File: src/rtl/hazard_ctrl.sv
// hazard_ctrl: pipeline hazard controller.
// Produces the PC / IF/ID load enables and the IF/ID, ID/EX and EX/MEM flush
// controls. It detects load-use hazards, sequences branch-taken flushes and
// freezes the pipe while data memory is busy. It also keeps saturating
// stall/flush statistics and a sticky memory-timeout flag.
module hazard_ctrl #(
  parameter int CNT_W       = 16,
  parameter int MEM_TIMEOUT = 255,
  parameter int BR_PENALTY  = 1
) (
  input  logic             clk,
  input  logic             rst_n,
  input  logic             id_ex_mem_read,
  input  logic [4:0]       id_ex_rt,
  input  logic [4:0]       if_id_rs,
  input  logic [4:0]       if_id_rt,
  input  logic             if_id_uses_rt,
  input  logic             branch_taken,
  input  logic             dmem_busy,
  output logic             pc_write,
  output logic             if_id_write,
  output logic             if_id_flush,
  output logic             id_ex_flush,
  output logic             ex_mem_flush,
  output logic             pipe_hold,
  output logic [CNT_W-1:0] stall_cnt,
  output logic [CNT_W-1:0] flush_cnt,
  output logic             mem_err
);

  typedef enum logic [1:0] {
    RUN      = 2'd0,
    LD_STALL = 2'd1,
    MEM_WAIT = 2'd2,
    BR_FLUSH = 2'd3
  } state_t;

  // Busy counter must be able to hold MEM_TIMEOUT+1, the saturation point.
  localparam int             BW         = $clog2(MEM_TIMEOUT + 2);
  localparam logic [BW-1:0]  BUSY_LIMIT = BW'(MEM_TIMEOUT + 1);
  localparam logic [1:0]     BR_RELOAD  = 2'(BR_PENALTY - 1);
  localparam logic [CNT_W-1:0] CNT_MAX  = {CNT_W{1'b1}};

  state_t            state_r, state_s;
  logic [1:0]        br_cnt_r, br_cnt_s;
  logic              pend_r, pend_s;
  logic [BW-1:0]     busy_cnt_r, busy_cnt_s;
  logic              mem_err_r, mem_err_s;
  logic [CNT_W-1:0]  stall_cnt_r, flush_cnt_r;
  logic              stall_inc_s, flush_inc_s;
  logic              load_use_s;
  logic              pc_write_s, if_id_write_s, if_id_flush_s;
  logic              id_ex_flush_s, ex_mem_flush_s, pipe_hold_s;

  assign load_use_s = id_ex_mem_read && (id_ex_rt != 5'd0) &&
                      ((id_ex_rt == if_id_rs) ||
                       (if_id_uses_rt && (id_ex_rt == if_id_rt)));

  // Next-state, timer and control-output decode from current state and inputs.
  always_comb begin
    state_s        = state_r;
    br_cnt_s       = br_cnt_r;
    pend_s         = pend_r;
    busy_cnt_s     = '0;
    mem_err_s      = mem_err_r;
    stall_inc_s    = 1'b0;
    flush_inc_s    = 1'b0;
    pc_write_s     = 1'b1;
    if_id_write_s  = 1'b1;
    if_id_flush_s  = 1'b0;
    id_ex_flush_s  = 1'b0;
    ex_mem_flush_s = 1'b0;
    pipe_hold_s    = 1'b0;

    if (dmem_busy) begin
      // Freeze everything; any flush remainder is already held in frozen regs.
      pc_write_s    = 1'b0;
      if_id_write_s = 1'b0;
      pipe_hold_s   = 1'b1;
      state_s       = MEM_WAIT;
      br_cnt_s      = 2'd0;
      stall_inc_s   = 1'b1;
      if (branch_taken) begin
        pend_s = 1'b1;
      end else begin
        pend_s = pend_r;
      end
      if (busy_cnt_r != BUSY_LIMIT) begin
        busy_cnt_s = busy_cnt_r + BW'(1);
      end else begin
        busy_cnt_s = busy_cnt_r;
      end
      if (busy_cnt_s == BUSY_LIMIT) begin
        mem_err_s = 1'b1;
      end else begin
        mem_err_s = mem_err_r;
      end
    end else begin
      case (state_r)
        BR_FLUSH: begin
          // Hold the flushes; branch_taken here comes from a flushed slot.
          if_id_flush_s  = 1'b1;
          id_ex_flush_s  = 1'b1;
          ex_mem_flush_s = 1'b1;
          if (br_cnt_r <= 2'd1) begin
            state_s  = RUN;
            br_cnt_s = 2'd0;
          end else begin
            br_cnt_s = br_cnt_r - 2'd1;
          end
        end
        RUN, LD_STALL, MEM_WAIT: begin
          // A pending branch only exists after a busy period (MEM_WAIT).
          if (branch_taken || pend_r) begin
            if_id_flush_s  = 1'b1;
            id_ex_flush_s  = 1'b1;
            ex_mem_flush_s = 1'b1;
            flush_inc_s    = 1'b1;
            pend_s         = 1'b0;
            if (BR_PENALTY > 1) begin
              state_s  = BR_FLUSH;
              br_cnt_s = BR_RELOAD;
            end else begin
              state_s  = RUN;
              br_cnt_s = 2'd0;
            end
          end else if (load_use_s && (state_r != LD_STALL)) begin
            // One bubble only: the hazard is not re-checked in LD_STALL.
            pc_write_s    = 1'b0;
            if_id_write_s = 1'b0;
            id_ex_flush_s = 1'b1;
            stall_inc_s   = 1'b1;
            state_s       = LD_STALL;
          end else begin
            state_s = RUN;
          end
        end
        default: begin
          state_s = RUN;
        end
      endcase
    end
  end

  // State, branch timer, pending flag, busy timer and sticky error register.
  always_ff @(posedge clk or negedge rst_n) begin
    if (!rst_n) begin
      state_r    <= RUN;
      br_cnt_r   <= 2'd0;
      pend_r     <= 1'b0;
      busy_cnt_r <= '0;
      mem_err_r  <= 1'b0;
    end else begin
      state_r    <= state_s;
      br_cnt_r   <= br_cnt_s;
      pend_r     <= pend_s;
      busy_cnt_r <= busy_cnt_s;
      mem_err_r  <= mem_err_s;
    end
  end

  // Saturating statistics counters.
  always_ff @(posedge clk or negedge rst_n) begin
    if (!rst_n) begin
      stall_cnt_r <= '0;
      flush_cnt_r <= '0;
    end else begin
      if (stall_inc_s && (stall_cnt_r != CNT_MAX)) begin
        stall_cnt_r <= stall_cnt_r + CNT_W'(1);
      end
      if (flush_inc_s && (flush_cnt_r != CNT_MAX)) begin
        flush_cnt_r <= flush_cnt_r + CNT_W'(1);
      end
    end
  end

  // While in reset the pipe is held empty: no fetch, all stages flushed.
  assign pc_write     = rst_n & pc_write_s;
  assign if_id_write  = rst_n & if_id_write_s;
  assign if_id_flush  = ~rst_n | if_id_flush_s;
  assign id_ex_flush  = ~rst_n | id_ex_flush_s;
  assign ex_mem_flush = ~rst_n | ex_mem_flush_s;
  assign pipe_hold    = rst_n & pipe_hold_s;
  assign stall_cnt    = stall_cnt_r;
  assign flush_cnt    = flush_cnt_r;
  assign mem_err      = mem_err_r;

endmodule
File: config.mk
export PLATFORM = sky130hd
export DESIGN_NAME = hazard_ctrl
export DESIGN_NICKNAME = d
export VERILOG_FILES = /design/src/rtl/hazard_ctrl.sv
export SDC_FILE = /design/constraint.sdc
export NUM_CORES = 1
export LEC_CHECK = 0
export CAP_MARGIN = 20
export CORE_MARGIN = 2
export CORE_UTILIZATION = 49
export CTS_CLUSTER_DIAMETER = 200
export DETAILED_ROUTE_END_ITERATION = 8
export PLACE_DENSITY_LB_ADDON = 0.3
export SLEW_MARGIN = 10
export SYNTH_ARGS = -nofsm -noshare
export SYNTH_HDL_FRONTEND = slang
export SYNTH_SLANG_ARGS = --single-unit
File: constraint.sdc
create_clock -name clk -period 1.9 [get_ports clk]
set_input_delay 0.19 -clock clk [delete_from_list [all_inputs] [get_ports clk]]
set_output_delay 0.19 -clock clk [all_outputs]
set_load 0.05 [all_outputs]
Word level (Yosys, flattened, before mapping). Index checks and enable logic that the tools add are counted.

Output and inout port bits: 39. Logic and storage cells: 78. Register bits: 47.

Reductions and logical operators: 15. Add/sub/neg operators: 4. Muxes and demuxes: 33. Order comparisons: 1. Eq/ne operators: 13. Bitwise gates (word level): 5.

Operators with widths (number): 16-bit by 1-bit adder with 16-bit output (second input constant) (2); 16-bit inequality test (second input constant) (2); 9-bit 2-to-1 mux (3); 1-bit 2-to-1 mux (21); 5-bit equality test (2); 2-bit 2-to-1 mux (5); 9-bit by 1-bit adder with 9-bit output (second input constant) (1); 9-bit equality test (second input constant) (1); 9-bit inequality test (second input constant) (1); 2-bit case mux with 2 select lines (2); 1-bit logical AND (6); 3-bit inequality test (second input constant) (2); 5-bit nonzero test (1); 2-bit equality test (second input constant) (2); 1-bit case mux with 2 select lines (2); 2-bit nonzero test (2); 3-bit AND reduction (1); 3-bit OR reduction (1); 1-bit bitwise AND (2); 2-bit by 1-bit equality test with 1-bit output (second input constant) (1); 2-bit by 1-bit less-or-equal comparator with 1-bit output (second input constant) (1); 2-bit zero test (1); 1-bit logical OR (2); 2-bit by 1-bit inequality test with 1-bit output (second input constant) (1); other kinds (5) (6).

Longest topological paths before layout.
Word-level depth: 10. Depth in mapped cells: 9.

Worst setup path after synthesis. Ideal clock, no wire load.

Kind: reg-to-output. Start point: reg state_r[0]. End point: out id_ex_flush. Slack: -0.658 ns. Cell stages (with the launch flop): 5. Required time: 1.710 ns. Arrival time: 2.368 ns. Cells stage by stage: dfrtp_1 > and2_0 > nor3_1 > o21ai_0 > a41o_1.

Word-level cells in the longest chain between the ends: 7. Elaborated cells between the ends (all ways): 12.

RTL lines: start, declared (line 44) `state_t state_r, state_s;`; start signal, assigned (line 154) `state_r <= state_s;`; 2-bit by 1-bit inequality test with 1-bit output (line 127) `end else if (load_use_s && (state_r != LD_STALL)) begin`; 1-bit logical AND (line 127); 1-bit 2-to-1 mux (line 127); 1-bit 2-to-1 mux (line 114) `if (branch_taken || pend_r) begin`; 1-bit case mux with 2 select lines * (line 99) `case (state_r)`; 1-bit 2-to-1 mux * (line 75) `if (dmem_busy) begin`; 1-bit bitwise OR * (line 181) `assign id_ex_flush = ~rst_n | id_ex_flush_s;`; end, declared (line 23) `output logic id_ex_flush,`.

Every way passes the cells marked *; elsewhere a longest branch is shown, timed or not.

Worst setup path after layout.
Start point: reg flush_cnt_r[9] (netlist: flush_cnt[9]). End point: reg flush_cnt_r[11] (netlist: flush_cnt[11]).

Word-level cells in the longest chain between the ends: 2. Elaborated cells between the ends (all ways): 3.

RTL lines: start, declared (line 49) `logic [CNT_W-1:0] stall_cnt_r, flush_cnt_r;`; start signal, assigned (line 172) `flush_cnt_r <= flush_cnt_r + CNT_W'(1);`; parallel branches: the longest is 2 deep, another holds 16-bit by 1-bit adder with 16-bit output.

Parallel ways; which one is timed is not known. A chain may end at the register's enable or synchronous reset.

==> flow_metrics.py <==
metrics = {
    "outcome": {
        "outcome": "completed",
    },
    "critical_path": {
        "cp_slowest_cell": "dfrtp_2",
        "worstPathRequired_ns": 2.08,
        "path_common_cell": "nand4_1",
        "cp_slowest_stage_delay_ns": 0.42,
        "critPathLaunchType": "flip-flop",
        "critPathArrivalTime_ns": 2.05,
        "path_class": "reg2reg",
        "crit_fanout": 4,
        "cp_cell_sequence": "and4_4 > and4_1 > nand4_1 > nor2_2 > nor4_4 > nand4_1 > xnor2_1",
        "crit_buf_inv": 0,
        "critical_path.top_delay_family": "simple AND/OR/NAND/NOR gates",
        "end_kind": "flip-flop",
    },
    "route": {
        "drt_iter0_markers": 77,
        "routed_wl_mm": 5.15,
        "first_pass_iters": 4,
        "wl_per_cell_um": 13.5,
        "routed-via-count": 1981,
        "detail-route-antenna-nets": 0,
        "drc": 0,
        "viasPerCell": 5.19,
    },
    "logic_synthesis": {
        "netlist_instances": 236,
        "synth_top_area_share_pct": 48.1,
        "synth_common_cells": "dfrtp_1, xnor2_1, nand2_1",
        "synth_nets": 261,
        "ys.flop_type": "dfrtp_1",
        "ys_types": 41,
        "synth_top_area_cell": "dfrtp_1",
        "syn_area_sq_um": 2440,
        "yosys_warnings": 0,
        "synthArstFlopShare_pct": 100,
        "synth.most_common_cell": "dfrtp_1",
        "synth_edf_count": 0,
        "synth-seq-area-share_pct": 48.1,
        "ys_ff_latch": 47,
        "avgSynthCellArea_sq_um": 10.4,
        "synth_area_leaders": "dfrtp_1, xnor2_1, nand2_1",
    },
    "die": {
        "die_width_um": 74.6,
        "die_h_um": 74.6,
        "dieArea_sq_um": 5570,
        "start_util_pct": 51.4,
        "coreArea_sq_um": 4750,
        "num_rows": 25,
        "io_pins": 60,
    },
    "clocking": {
        "h-tree-depth": 2,
        "root_buffer": "clkbuf_8",
        "clock-sinks": 47,
        "clkLatencyLatePin_ns": 0.29,
        "clkTransAtPathRegs_ns": 0.08,
        "cts.path.max_buffers": 2,
        "cts_tree": "yes",
        "numCtsBuffers": 5,
    },
    "power_and_ir_drop": {
        "leakagePower_nw": 1.41,
        "totalPowerFinal_mw": 3.21,
        "powerDensity_nw_per_um2": 938,
        "ir_worst_vdd_mv": 0.871,
    },
    "global_routing": {
        "grt_max_degree": 27,
        "grt_overflow": 0,
        "antenna_found_initial": 0,
        "grt_pass1_vias": 1842,
        "grtUsageTotal_pct": 19.0,
        "grt_first_pass_wirelength_mm": 8.18,
    },
    "sta": {
        "hold_violations": 0,
        "rsz0062_at_grt": "yes",
        "setup_slack_ns": 0.0302,
        "slew_viol_final": 0,
        "tightest_slew_ns": 0.527,
        "skew_ns": 0.00147,
        "fmax_ghz": 0.535,
        "fin_crit_sh_pct": 98.4,
        "setup_viol": 0,
        "maxSlewHeadroom_pct": 64.8,
        "finalCriticalPeriod_ns": 1.87,
    },
    "min_path": {
        "holdCritPathClass": "in2async",
    },
    "layout": {
        "final_cells": 382,
        "nets": 339,
        "antenna_cells": 0,
        "drive_gt1_share_pct": 20.6,
        "areaGrowthSynthToFinish_pct": 40.1,
        "utilization_pct": 72.0,
    },
    "placed_design": {
        "dp_hpwl_mm": 3.76,
        "gp_congestion": 0.779,
        "place_ws_ns": -0.434,
        "port-buffer-count": 59,
        "dp_cells": 366,
    },
    "flow_run": {
        "cap_viol_max_count": 0,
    },
}
cell usage in the layout (no fill, tap or decap), drive strengths merged:
master | netlist | final
mux2 | 2 | 2
nor2b | 4 | 4
dlygate4sd3 | 0 | 1
nor3b | 1 | 1
o21a | 1 | 1
nor3 | 4 | 4
clkinv | 0 | 1
nand3 | 16 | 16
nand2b | 2 | 2
a41o | 2 | 2
ha | 4 | 4
o21bai | 1 | 1
dfrtp | 47 | 47
a21boi | 1 | 1
xor2 | 3 | 3
clkbuf | 4 | 7
nand3b | 1 | 1
nor4 | 3 | 3
buf | 4 | 26
nand4 | 14 | 14
or3 | 2 | 2
o21ai | 2 | 2
clkdlybuf4s50 | 0 | 47
and4b | 1 | 1
a21oi | 8 | 8
and2 | 10 | 10
nand2 | 25 | 25
nor2 | 14 | 14
nand4b | 1 | 1
xnor2 | 43 | 43
dlygate4sd2 | 0 | 4
and4 | 2 | 2
inv | 3 | 3
dlymetal6s2s | 0 | 1
a31oi | 1 | 1
and3 | 9 | 9
o22ai | 1 | 1
flip-flops by register name (all words and copies together) (netlist names):
signal,cells
pend_r,1
mem_err,1
br_cnt_r,2
busy_cnt_r,9
stall_cnt,16
flush_cnt,16
state_r,2
stage by stage:
| stage | hold WS, ns | setup TNS (ns) | area [sq um] |
|---|---|---|---|
| after detailed placement | 0.0289 | -6.32 | 3230 |
| after global routing | 0.256 | -0.157 | 3420 |
| final | 0.256 | 0 | 3420 |
| after floorplan | -0.106 | -0.00804 | 2460 |
| after global placement | 0.0309 | -4.84 | 3230 |
| after CTS | 0.260 | 0 | 3350 |
power by group:
| part | total, mW | internal [mW] | switching [mW] | leakage (nW) |
|---|---|---|---|---|
| sequential | 1.30 | 1.15 | 0.153 | 0.617 |
| combinational | 1.30 | 0.512 | 0.785 | 0.744 |
| clock | 0.616 | 0.294 | 0.322 | 0.0482 |
path summary, 6_finish.rpt:
check,startpoint,end,slack [ns],cells past startpoint
max in group asynchronous,rst_n,flush_cnt[9]$_DFFE_PN0P_,1.07,3
max,flush_cnt[9]$_DFFE_PN0P_,flush_cnt[11]$_DFFE_PN0P_,0.03,7
max reg2reg,flush_cnt[9]$_DFFE_PN0P_,flush_cnt[11]$_DFFE_PN0P_,0.03,7
min,rst_n,pend_r$_DFFE_PN0P_,0.26,2
min in group clk,mem_err$_DFFE_PN0P_,mem_err$_DFFE_PN0P_,0.47,1
min reg2reg,mem_err$_DFFE_PN0P_,mem_err$_DFFE_PN0P_,0.47,1
area by class of cell:
| class | count | area (sq um) |
|---|---|---|
| sequential | 47 | 1190 |
| inverter | 3 | 11.3 |
| multi-input combinational | 178 | 1250 |
| clock buffer | 7 | 86.3 |
| clock inverter | 1 | 5.00 |
| fill | 371 | 1330 |
| timing repair buffer | 79 | 796 |
| tap | 67 | 83.8 |
worst reg2reg max path, cell delays in order (launching register included):
cell	delay, ns
dfrtp_2	0.42
and4_4	0.20
and4_1	0.16
nand4_1	0.16
nor2_2	0.10
nor4_4	0.36
nand4_1	0.19
xnor2_1	0.16
timing repair:
action                                  CTS  global route
hold buffers                              1             0
setup buffers                             0             7
gates resized for setup                  11             6
endpoints found under the setup margin   16             8
pin swaps                                 1             6
hold endpoints to repair                 19             0
cell families (layout without fill, tap and decap cells):
logic type      Yosys count  after routing  synth area share [%]
compound gates           17             17                  4.46
xor+xnor                 46             46                  16.5
fa+ha+maj                 4              4                  2.05
buf+inv                  11             90                  2.66
flops                    47             47                  48.1
mux                       2              2                 0.922
simple gates            109            109                  25.3
layer usage:
layer  global-route usage, %  up-vias  wire length [um]
met1                    25.4      951              2310
met5                       0        -                 0
met2                    30.6       57              2510
met4                    6.75        0                51
li1                        -      966                 -
met3                    4.28        7               273
Power figures use the tool's default switching activity.
